==> config.mk <==
export PLATFORM = sky130hd
export DESIGN_NAME = fabric_config_ctrl
export DESIGN_NICKNAME = d
export VERILOG_FILES = /design/src/rtl/fabric_cfg_pkg.sv /design/src/rtl/crc8_serial.sv /design/src/rtl/fabric_config_ctrl.sv
export SDC_FILE = /design/constraint.sdc
export NUM_CORES = 1
export LEC_CHECK = 0
export CORE_ASPECT_RATIO = 0.7
export CORE_MARGIN = 5
export CORE_UTILIZATION = 35
export CTS_BUF_LIST = sky130_fd_sc_hd__clkbuf_8 sky130_fd_sc_hd__clkbuf_16
export DETAILED_ROUTE_END_ITERATION = 6
export GPL_ROUTABILITY_DRIVEN = 0
export GPL_TIMING_DRIVEN = 0
export PLACE_DENSITY = 0.63
export SYNTH_ARGS = -nofsm -noshare
export SYNTH_HDL_FRONTEND = slang
export SYNTH_SLANG_ARGS = --single-unit
==> constraint.sdc <==
create_clock -name clock -period 2.57 [get_ports clock]
set_input_delay 0.3855 -clock clock [delete_from_list [all_inputs] [get_ports clock]]
set_output_delay 0.3855 -clock clock [all_outputs]
set_load 0.005 [all_outputs]
==> src/rtl/fabric_cfg_pkg.sv <==
// Shared constants for the fabric configuration loader: state codes,
// CRC-8 polynomial, default geometry and small sizing helpers.
package fabric_cfg_pkg;

  localparam int DEF_NUM_TILES = 20;
  localparam int DEF_NUM_SBOX  = 4;
  localparam int DEF_TILE_W    = 33;
  localparam int DEF_SBOX_W    = 16;
  localparam int CRC_W         = 8;

  localparam logic [7:0] CRC_POLY = 8'h07;

  localparam logic [2:0] ST_IDLE      = 3'd0;
  localparam logic [2:0] ST_LOAD_TILE = 3'd1;
  localparam logic [2:0] ST_LOAD_SBOX = 3'd2;
  localparam logic [2:0] ST_CHECK     = 3'd3;
  localparam logic [2:0] ST_DONE      = 3'd4;
  localparam logic [2:0] ST_ERROR     = 3'd5;

  // A single-entry table still needs a one-bit address port.
  function automatic int addr_w(input int n);
    addr_w = (n > 1) ? $clog2(n) : 1;
  endfunction

  function automatic int max3(input int a, input int b, input int c);
    int m;
    m = (a > b) ? a : b;
    max3 = (m > c) ? m : c;
  endfunction

  function automatic logic [7:0] crc8_next(input logic [7:0] crc, input logic b);
    crc8_next = {crc[6:0], 1'b0} ^ ((crc[7] ^ b) ? CRC_POLY : 8'h00);
  endfunction

endpackage

==> src/rtl/crc8_serial.sv <==
// Bit-serial CRC-8 (MSB first, init 0) over the configuration payload.
module crc8_serial
  import fabric_cfg_pkg::*;
(
  input  logic       clock,
  input  logic       reset_n,
  input  logic       clear,
  input  logic       en,
  input  logic       bit_in,
  output logic [7:0] crc
);

  always_ff @(posedge clock or negedge reset_n) begin
    if (!reset_n) begin
      crc <= '0;
    end else if (clear) begin
      crc <= '0;
    end else if (en) begin
      crc <= crc8_next(crc, bit_in);
    end
  end

endmodule

==> src/rtl/fabric_config_ctrl.sv <==
// Serial bitstream loader: shifts tile and switch-box words in MSB first,
// strobes each completed word out, then checks a trailing CRC-8.
module fabric_config_ctrl
  import fabric_cfg_pkg::*;
#(
  parameter int NUM_TILES = DEF_NUM_TILES,
  parameter int NUM_SBOX  = DEF_NUM_SBOX,
  parameter int TILE_W    = DEF_TILE_W,
  parameter int SBOX_W    = DEF_SBOX_W
) (
  input  logic                          clock,
  input  logic                          reset_n,
  input  logic                          start,
  input  logic                          abort,
  input  logic                          cfg_bit,
  input  logic                          cfg_valid,
  output logic                          cfg_ready,
  output logic                          tile_wr_en,
  output logic [addr_w(NUM_TILES)-1:0]  tile_wr_addr,
  output logic [TILE_W-1:0]             tile_wr_data,
  output logic                          sbox_wr_en,
  output logic [addr_w(NUM_SBOX)-1:0]   sbox_wr_addr,
  output logic [SBOX_W-1:0]             sbox_wr_data,
  output logic                          fabric_enable,
  output logic                          busy,
  output logic                          done,
  output logic                          error
);

  localparam int TILE_AW = addr_w(NUM_TILES);
  localparam int SBOX_AW = addr_w(NUM_SBOX);
  localparam int SHIFT_W = max3(TILE_W, SBOX_W, CRC_W);
  localparam int BIT_CW  = $clog2(SHIFT_W + 1);
  localparam int WORD_CW = $clog2(max3(NUM_TILES, NUM_SBOX, 1) + 1);

  localparam logic [BIT_CW-1:0]  TILE_LAST  = BIT_CW'(TILE_W - 1);
  localparam logic [BIT_CW-1:0]  SBOX_LAST  = BIT_CW'(SBOX_W - 1);
  localparam logic [BIT_CW-1:0]  CRC_LAST   = BIT_CW'(CRC_W - 1);
  localparam logic [WORD_CW-1:0] TILE_WLAST = WORD_CW'(NUM_TILES - 1);
  localparam logic [WORD_CW-1:0] SBOX_WLAST = WORD_CW'(NUM_SBOX - 1);

  logic [2:0]         state;
  logic [BIT_CW-1:0]  bit_cnt;
  logic [WORD_CW-1:0] word_cnt;
  logic [SHIFT_W-2:0] shift;
  logic [SHIFT_W-1:0] shift_next;
  logic [7:0]         crc;
  logic               in_load;
  logic               can_start;
  logic               accept;
  logic               crc_clear;
  logic               crc_en;

  // Handshake: a bit transfers on a rising edge when cfg_valid && cfg_ready;
  // cfg_ready depends only on state, and abort suppresses the transfer.
  assign in_load   = (state == ST_LOAD_TILE) || (state == ST_LOAD_SBOX) || (state == ST_CHECK);
  assign cfg_ready = in_load;
  assign busy      = in_load;
  assign done      = (state == ST_DONE);
  assign fabric_enable = done;
  assign error     = (state == ST_ERROR);

  assign accept     = cfg_valid && cfg_ready && !abort;
  assign can_start  = start && !abort &&
                      ((state == ST_IDLE) || (state == ST_DONE) || (state == ST_ERROR));
  assign shift_next = {shift, cfg_bit};
  assign crc_clear  = abort || can_start;
  assign crc_en     = accept && ((state == ST_LOAD_TILE) || (state == ST_LOAD_SBOX));

  crc8_serial u_crc (
    .clock   (clock),
    .reset_n (reset_n),
    .clear   (crc_clear),
    .en      (crc_en),
    .bit_in  (cfg_bit),
    .crc     (crc)
  );

  always_ff @(posedge clock or negedge reset_n) begin
    if (!reset_n) begin
      state        <= ST_IDLE;
      bit_cnt      <= '0;
      word_cnt     <= '0;
      shift        <= '0;
      tile_wr_en   <= 1'b0;
      tile_wr_addr <= '0;
      tile_wr_data <= '0;
      sbox_wr_en   <= 1'b0;
      sbox_wr_addr <= '0;
      sbox_wr_data <= '0;
    end else begin
      tile_wr_en <= 1'b0;
      sbox_wr_en <= 1'b0;
      if (accept) begin
        shift <= shift_next[SHIFT_W-2:0];
      end
      if (abort) begin
        state    <= ST_IDLE;
        bit_cnt  <= '0;
        word_cnt <= '0;
      end else begin
        case (state)
          ST_IDLE, ST_DONE, ST_ERROR: begin
            if (start) begin
              state    <= ST_LOAD_TILE;
              bit_cnt  <= '0;
              word_cnt <= '0;
              shift    <= '0;
            end
          end
          ST_LOAD_TILE: begin
            if (accept) begin
              if (bit_cnt == TILE_LAST) begin
                tile_wr_en   <= 1'b1;
                tile_wr_addr <= word_cnt[TILE_AW-1:0];
                tile_wr_data <= shift_next[TILE_W-1:0];
                bit_cnt      <= '0;
                if (word_cnt == TILE_WLAST) begin
                  word_cnt <= '0;
                  state    <= ST_LOAD_SBOX;
                end else begin
                  word_cnt <= word_cnt + 1'b1;
                end
              end else begin
                bit_cnt <= bit_cnt + 1'b1;
              end
            end
          end
          ST_LOAD_SBOX: begin
            if (accept) begin
              if (bit_cnt == SBOX_LAST) begin
                sbox_wr_en   <= 1'b1;
                sbox_wr_addr <= word_cnt[SBOX_AW-1:0];
                sbox_wr_data <= shift_next[SBOX_W-1:0];
                bit_cnt      <= '0;
                if (word_cnt == SBOX_WLAST) begin
                  word_cnt <= '0;
                  state    <= ST_CHECK;
                end else begin
                  word_cnt <= word_cnt + 1'b1;
                end
              end else begin
                bit_cnt <= bit_cnt + 1'b1;
              end
            end
          end
          ST_CHECK: begin
            if (accept) begin
              if (bit_cnt == CRC_LAST) begin
                bit_cnt <= '0;
                state   <= (shift_next[CRC_W-1:0] == crc) ? ST_DONE : ST_ERROR;
              end else begin
                bit_cnt <= bit_cnt + 1'b1;
              end
            end
          end
          default: state <= ST_IDLE;
        endcase
      end
    end
  end

endmodule

==> results.yml, run 1 <==
synthesis:
  synth_edf_count: 0
  synth_largest_area_cell: "dfrtp_1"
  ys_warn_count: 0
  syn_avg_cell_area_sq_um: 11.4
  synth-seq-area-share_pct: 56.8
  ys_ff_latch: 112
  yosysMostFrequentCell: "dfrtp_1"
  synthesis.instances: 434
  syn_area_sq_mm: 0.00493
  synthTopCellsByCount: "112 x dfrtp_1, 73 x nand2_1, 42 x a21oi_1"
  synth_top_area_share_pct: 56.8
  synth-main-ff-cell: "dfrtp_1"
  synthArstFlopShare_pct: 100
  synth_area_leaders: "dfrtp_1 57%, mux2_2 8.2%, nand2_1 5.6%"
  synth_nets: 443
  synth_cell_types: 51
clock_tree:
  cts_tree: "built"
  clockBufferDepth: 2
  clockRootBuffer: "clkbuf_16"
  cts.sinks: 112
  cts_resized: 0
  htree_levels: 3
  hold_buffers: 0
  path_clk_slew_ns: 0.07
  cts_buffers: 9
  clock_latency_ns: 0.35
  post_cts_buffers: 0
drt:
  firstDrtPassIters: 4
  drt_iter0_drc: 309
  drt-vias-per-instance: 4.95
  wl_per_cell_um: 16.0
  routed_wl_um: 11300
  ant_nets: 0
  drc: 0
  num_vias: 3500
setup_path:
  crit_path_cell_trace: "buf_2, buf_2, nor2_1, and2_1, buf_4, clkdlybuf4s50_1"
  required_ns: 2.18
  rrSetupSlack_ns: 0.27
  end_kind: "primary output"
  worst_setup_path_start_kind: "flip-flop"
  cp_max_fo: 10
  slowest_delay_ns: 0.49
  critPathMostFrequentCell: "buf_2"
  crit_path_top_delay_cell: "clkdlybuf4s50_1"
  arrival_ns: 2.01
  critPathKind: "flip-flop to primary output"
pwr:
  vdd_drop_max_uv: 340
  power_mw: 3.86
  p_per_area_mw_per_mm2: 626
  p_leak_nw: 2.83
finish:
  n_antenna_cell: 0
  final_cells: 707
  nets: 522
  area_growth_pct: 25.1
  drive_gt1_share_pct: 14.5
timing:
  post-route-period-util_pct: 93.2
  finalSetupTns_ns: 0
  fin_skew_ns: 0.0101
  tightest_slew_ns: 0.721
  post-route-min-period_ns: 2.40
  setup_viol: 0
  hold_viol_final: 0
  slew_violations: 0
  relSlewSlack_pct: 51.9
  rsz0062_at_grt: "false"
  max_freq_ghz: 0.418
die:
  dieWidth_um: 152
  core_sq_mm: 0.0139
  die-area_sq_mm: 0.0166
  num_rows: 36
  chipHeight_um: 109
  ios: 69
  start_util_pct: 35.5
global_route:
  grt_start_max_net_pins: 61
  grtUsageTotal_pct: 14.3
  grt_pass1_vias: 3643
  grt.overflow.total: 0
  antenna_found_initial: 0
  grt_pass1_wl_um: 19300
placed_design:
  dp_cells: 692
  numPortBuffers: 67
  place.detailed.hpwl_um: 7990
run_status:
  status: "complete, no violations"
job:
  max_cap_violations: 0
min_path:
  hold_class: "primary input to asynchronous set/reset pin"
==> flip-flops by register name (all words and copies together) (netlist names) <==
signal and cells:
bit_cnt 6, sbox_wr_addr 2, sbox_wr_data 16, sbox_wr_en 1, shift 32, state 3
tile_wr_addr 5, tile_wr_data 33, tile_wr_en 1, u_crc.crc 8, word_cnt 5
==> power by group <==
group	switching, mW	total [mW]	internal [mW]
Clock	0.653	1.44	0.788
Sequential	0.0447	1.84	1.79
Combinational	0.366	0.580	0.215
Total	1.06	3.86	2.80
==> final timing paths <==
kind	from	cells past startpoint	endpoint
max in group asynchronous	reset_n	2	shift[21]
min in group clock	abort	2	state[1]
worst max-delay path	state[1]	6	fabric_enable
worst min register to register	tile_wr_addr[2]	1	tile_wr_addr[2]
worst max register to register	bit_cnt[0]	7	sbox_wr_addr[0]
worst min-delay path	reset_n	1	bit_cnt[5]
==> metal layers <==
layer  track usage [%]  up-vias  wire length (um)
li1                  -     1663                 -
met1              20.3     1735              5630
met2              21.3       90              4810
met3              5.27       12               757
met4              2.95        0                90
met5                 0        -                 0
==> final cells by class <==
type	instances	area, sq um
plain buffers	25	144
clock buffers	10	239
clock inverters	5	66.3
fillers	1331	7700
inverters	8	30.0
multi-input cells	289	1950
flip-flops and latches	112	2800
well taps	190	238
repair buffers	68	696
==> logic make-up after synthesis <==
logic type / synth area share (%)
xor+xnor: 2.13
mux: 14.2
flops: 56.8
buf+inv: 3.53
compound gates: 9.16
simple gates: 13.3
fa+ha+maj: 0.761
==> cell usage in the layout, fill, tap and decap left out, types with 7 or more instances in the layout <==
cell / n
clkbuf_16: 9
mux2_2: 36
nand2b_1: 8
o21ai_0: 9
dfrtp_1: 112
clkdlybuf4s50_1: 66
buf_2: 7
inv_1: 7
nor2_1: 17
nand2_1: 73
mux2_1: 21
a21oi_1: 42
clkbuf_1: 10
nand3_1: 9
==> metrics by stage <==
step | worst slack (ns) | area, sq um | hold WS [ns] | util [%]
finish | 0.175 | 6170 | 0.0717 | 44.5
global route | 0.0747 | 6170 | 0.139 | 44.5
CTS | 0.170 | 6170 | 0.104 | 44.5
detailed placement | -0.0319 | 5860 | 0.480 | 42.3
global placement | -3.12 | 5840 | 0.472 | 42.1
floorplan | 0.715 | 4930 | 0.0899 | -
==> worst max-delay path, delay by kind of cell (launching register included) <==
kind                   cells  cell delay [ns]
buffers and inverters      4             0.96
DFF                        1             0.36
and+or+nand+nor            2             0.35
(Power assumes the default switching activity.)
==> run 2: changes to the inputs <==
- PLACE_DENSITY: 0.63 -> not set
==> results.yml, run 2 (synthesis gave the netlist of run 1 again) <==
finish:
  mostFrequentLayoutCells: "112 x dfrtp_1, 73 x nand2_1, 66 x clkdlybuf4s50_1"
  n_antenna_cell: 0
  area_growth_pct: 25.1
  multiInputGateArea_sq_mm: 0.00195
  final-seq-area_sq_mm: 0.00280
  fillers: 1324
  largest_register_ffs: 33
  drive_gt1_share_pct: 14.7
  final_common_cell: "dfrtp_1"
  nets: 522
  regMostFlops: "tile_wr_data"
  top_regs: "tile_wr_data (33), shift (32), sbox_wr_data (16)"
setup_path:
  arrival_ns: 2.02
  rr_worst_depth: 7
  r2r-start: "bit_cnt[0]"
  reg2reg_to: "sbox_wr_data[13]"
  worst_setup_path_start_kind: "flip-flop"
  required_ns: 2.18
  critPathKind: "flip-flop to primary output"
  cp_max_fo: 10
  end_kind: "primary output"
  rrSetupSlack_ns: 0.22
clock_tree:
  clock_latency_ns: 0.35
  cts.sinks: 112
  cts_buffers: 9
  post_cts_buffers: 0
  clockBufferDepth: 2
  cts_tree: "built"
  clockRootBuffer: "clkbuf_16"
  htree_levels: 3
  hold_buffers: 0
  path_clk_slew_ns: 0.07
  cts_resized: 0
die:
  start_util_pct: 35.5
  die-area_sq_mm: 0.0166
  dieWidth_um: 152
  ios: 69
  chipHeight_um: 109
  num_rows: 36
  core_sq_mm: 0.0139
drt:
  routed_wl_um: 11200
  drt-vias-per-instance: 4.95
  firstDrtPassIters: 4
  drc: 0
  wl_per_cell_um: 15.8
  ant_nets: 0
  num_vias: 3508
  drt_iter0_drc: 209
job:
  max_cap_violations: 0
timing:
  fin_hold_ws_ns: 0.0684
  relSlewSlack_pct: 55.0
  slew_violations: 0
  post-route-period-util_pct: 93.5
  setup_viol: 0
  rsz0062_at_grt: "false"
  layout_setup_ws_ns: 0.166
  post-route-min-period_ns: 2.40
  fin_skew_ns: 0.00997
  hold_viol_final: 0
  max_freq_ghz: 0.416
  tightest_slew_ns: 0.671
global_route:
  antenna_found_initial: 0
  grt_start_max_net_pins: 63
  grt.overflow.total: 0
  grt_pass1_wl_um: 18400
  grtUsageTotal_pct: 13.8
  grt_pass1_vias: 3561
run_status:
  status: "complete, no violations"
pwr:
  p_per_area_mw_per_mm2: 619
  p_leak_nw: 2.83
  vdd_drop_max_uv: 354
placed_design:
  place.detailed.hpwl_um: 7870
  numPortBuffers: 67
  dpl_worst_slack_ns: -0.0101
min_path:
  hold_class: "primary input to asynchronous set/reset pin"
## run 2: how the worst max path moves through the flow
| stage | startpoint | end | slack [ns] | cells after the start |
|---|---|---|---|---|
| 6_report | state[1] | fabric_enable | 0.17 | 6 |
| 5_1_grt | state[1] | fabric_enable | 0.06 | 6 |
| 4_1_cts | state[1] | fabric_enable | 0.15 | 6 |
| 3_5_place_dp | cfg_valid | tile_wr_data[1] | -0.01 | 7 |
| 3_3_place_gp | reset_n | sbox_wr_data[15] | -3.12 | 1 |
| 2_1_floorplan | state[2] | sbox_wr_addr[0] | 0.71 | 7 |
## run 2: final cells by class
cell class	count	area share (%)
sequential	112	45.4
multi-input combinational	289	31.7
timing repair buffer	68	11.3
clock buffer	11	4.10
tap	190	3.85
buffer	25	2.33
clock inverter	5	0.832
inverter	8	0.487
## run 2: metrics by stage
step | total power, mW | util (%) | instances | instance area [sq um] | setup TNS [ns]
2_1_floorplan | 2.25 | - | 434 | 4930 | 0
3_3_place_gp | 2.43 | 42.1 | 691 | 5840 | -348.99
3_5_place_dp | 2.45 | 42.3 | 692 | 5860 | -0.0260
4_1_cts | 3.85 | 44.5 | 708 | 6170 | 0
5_1_grt | 4.00 | 44.5 | 708 | 6170 | 0
6_report | 3.82 | 44.5 | 708 | 6170 | 0
## run 2: critical path, cell delays in order (launching register included)
cell	delay, ns
dfrtp_1	0.36
buf_2	0.17
buf_2	0.20
nor2_1	0.15
and2_1	0.20
buf_4	0.12
clkdlybuf4s50_1	0.49
## run 2: power breakdown
group	leakage (nW)	switching, mW	internal (mW)
clock network	0.149	0.675	0.729
registers	1.56	0.0449	1.79
logic	1.12	0.361	0.215
## run 2: routing by layer
metal / up-vias / part of all wire (%) / track usage (%)
li1: 1661 / - / -
met1: 1720 / 49 / 19.5
met2: 111 / 42 / 20.3
met3: 16 / 7.0 / 4.68
met4: 0 / 1.2 / 3.72
met5: - / 0 / 0
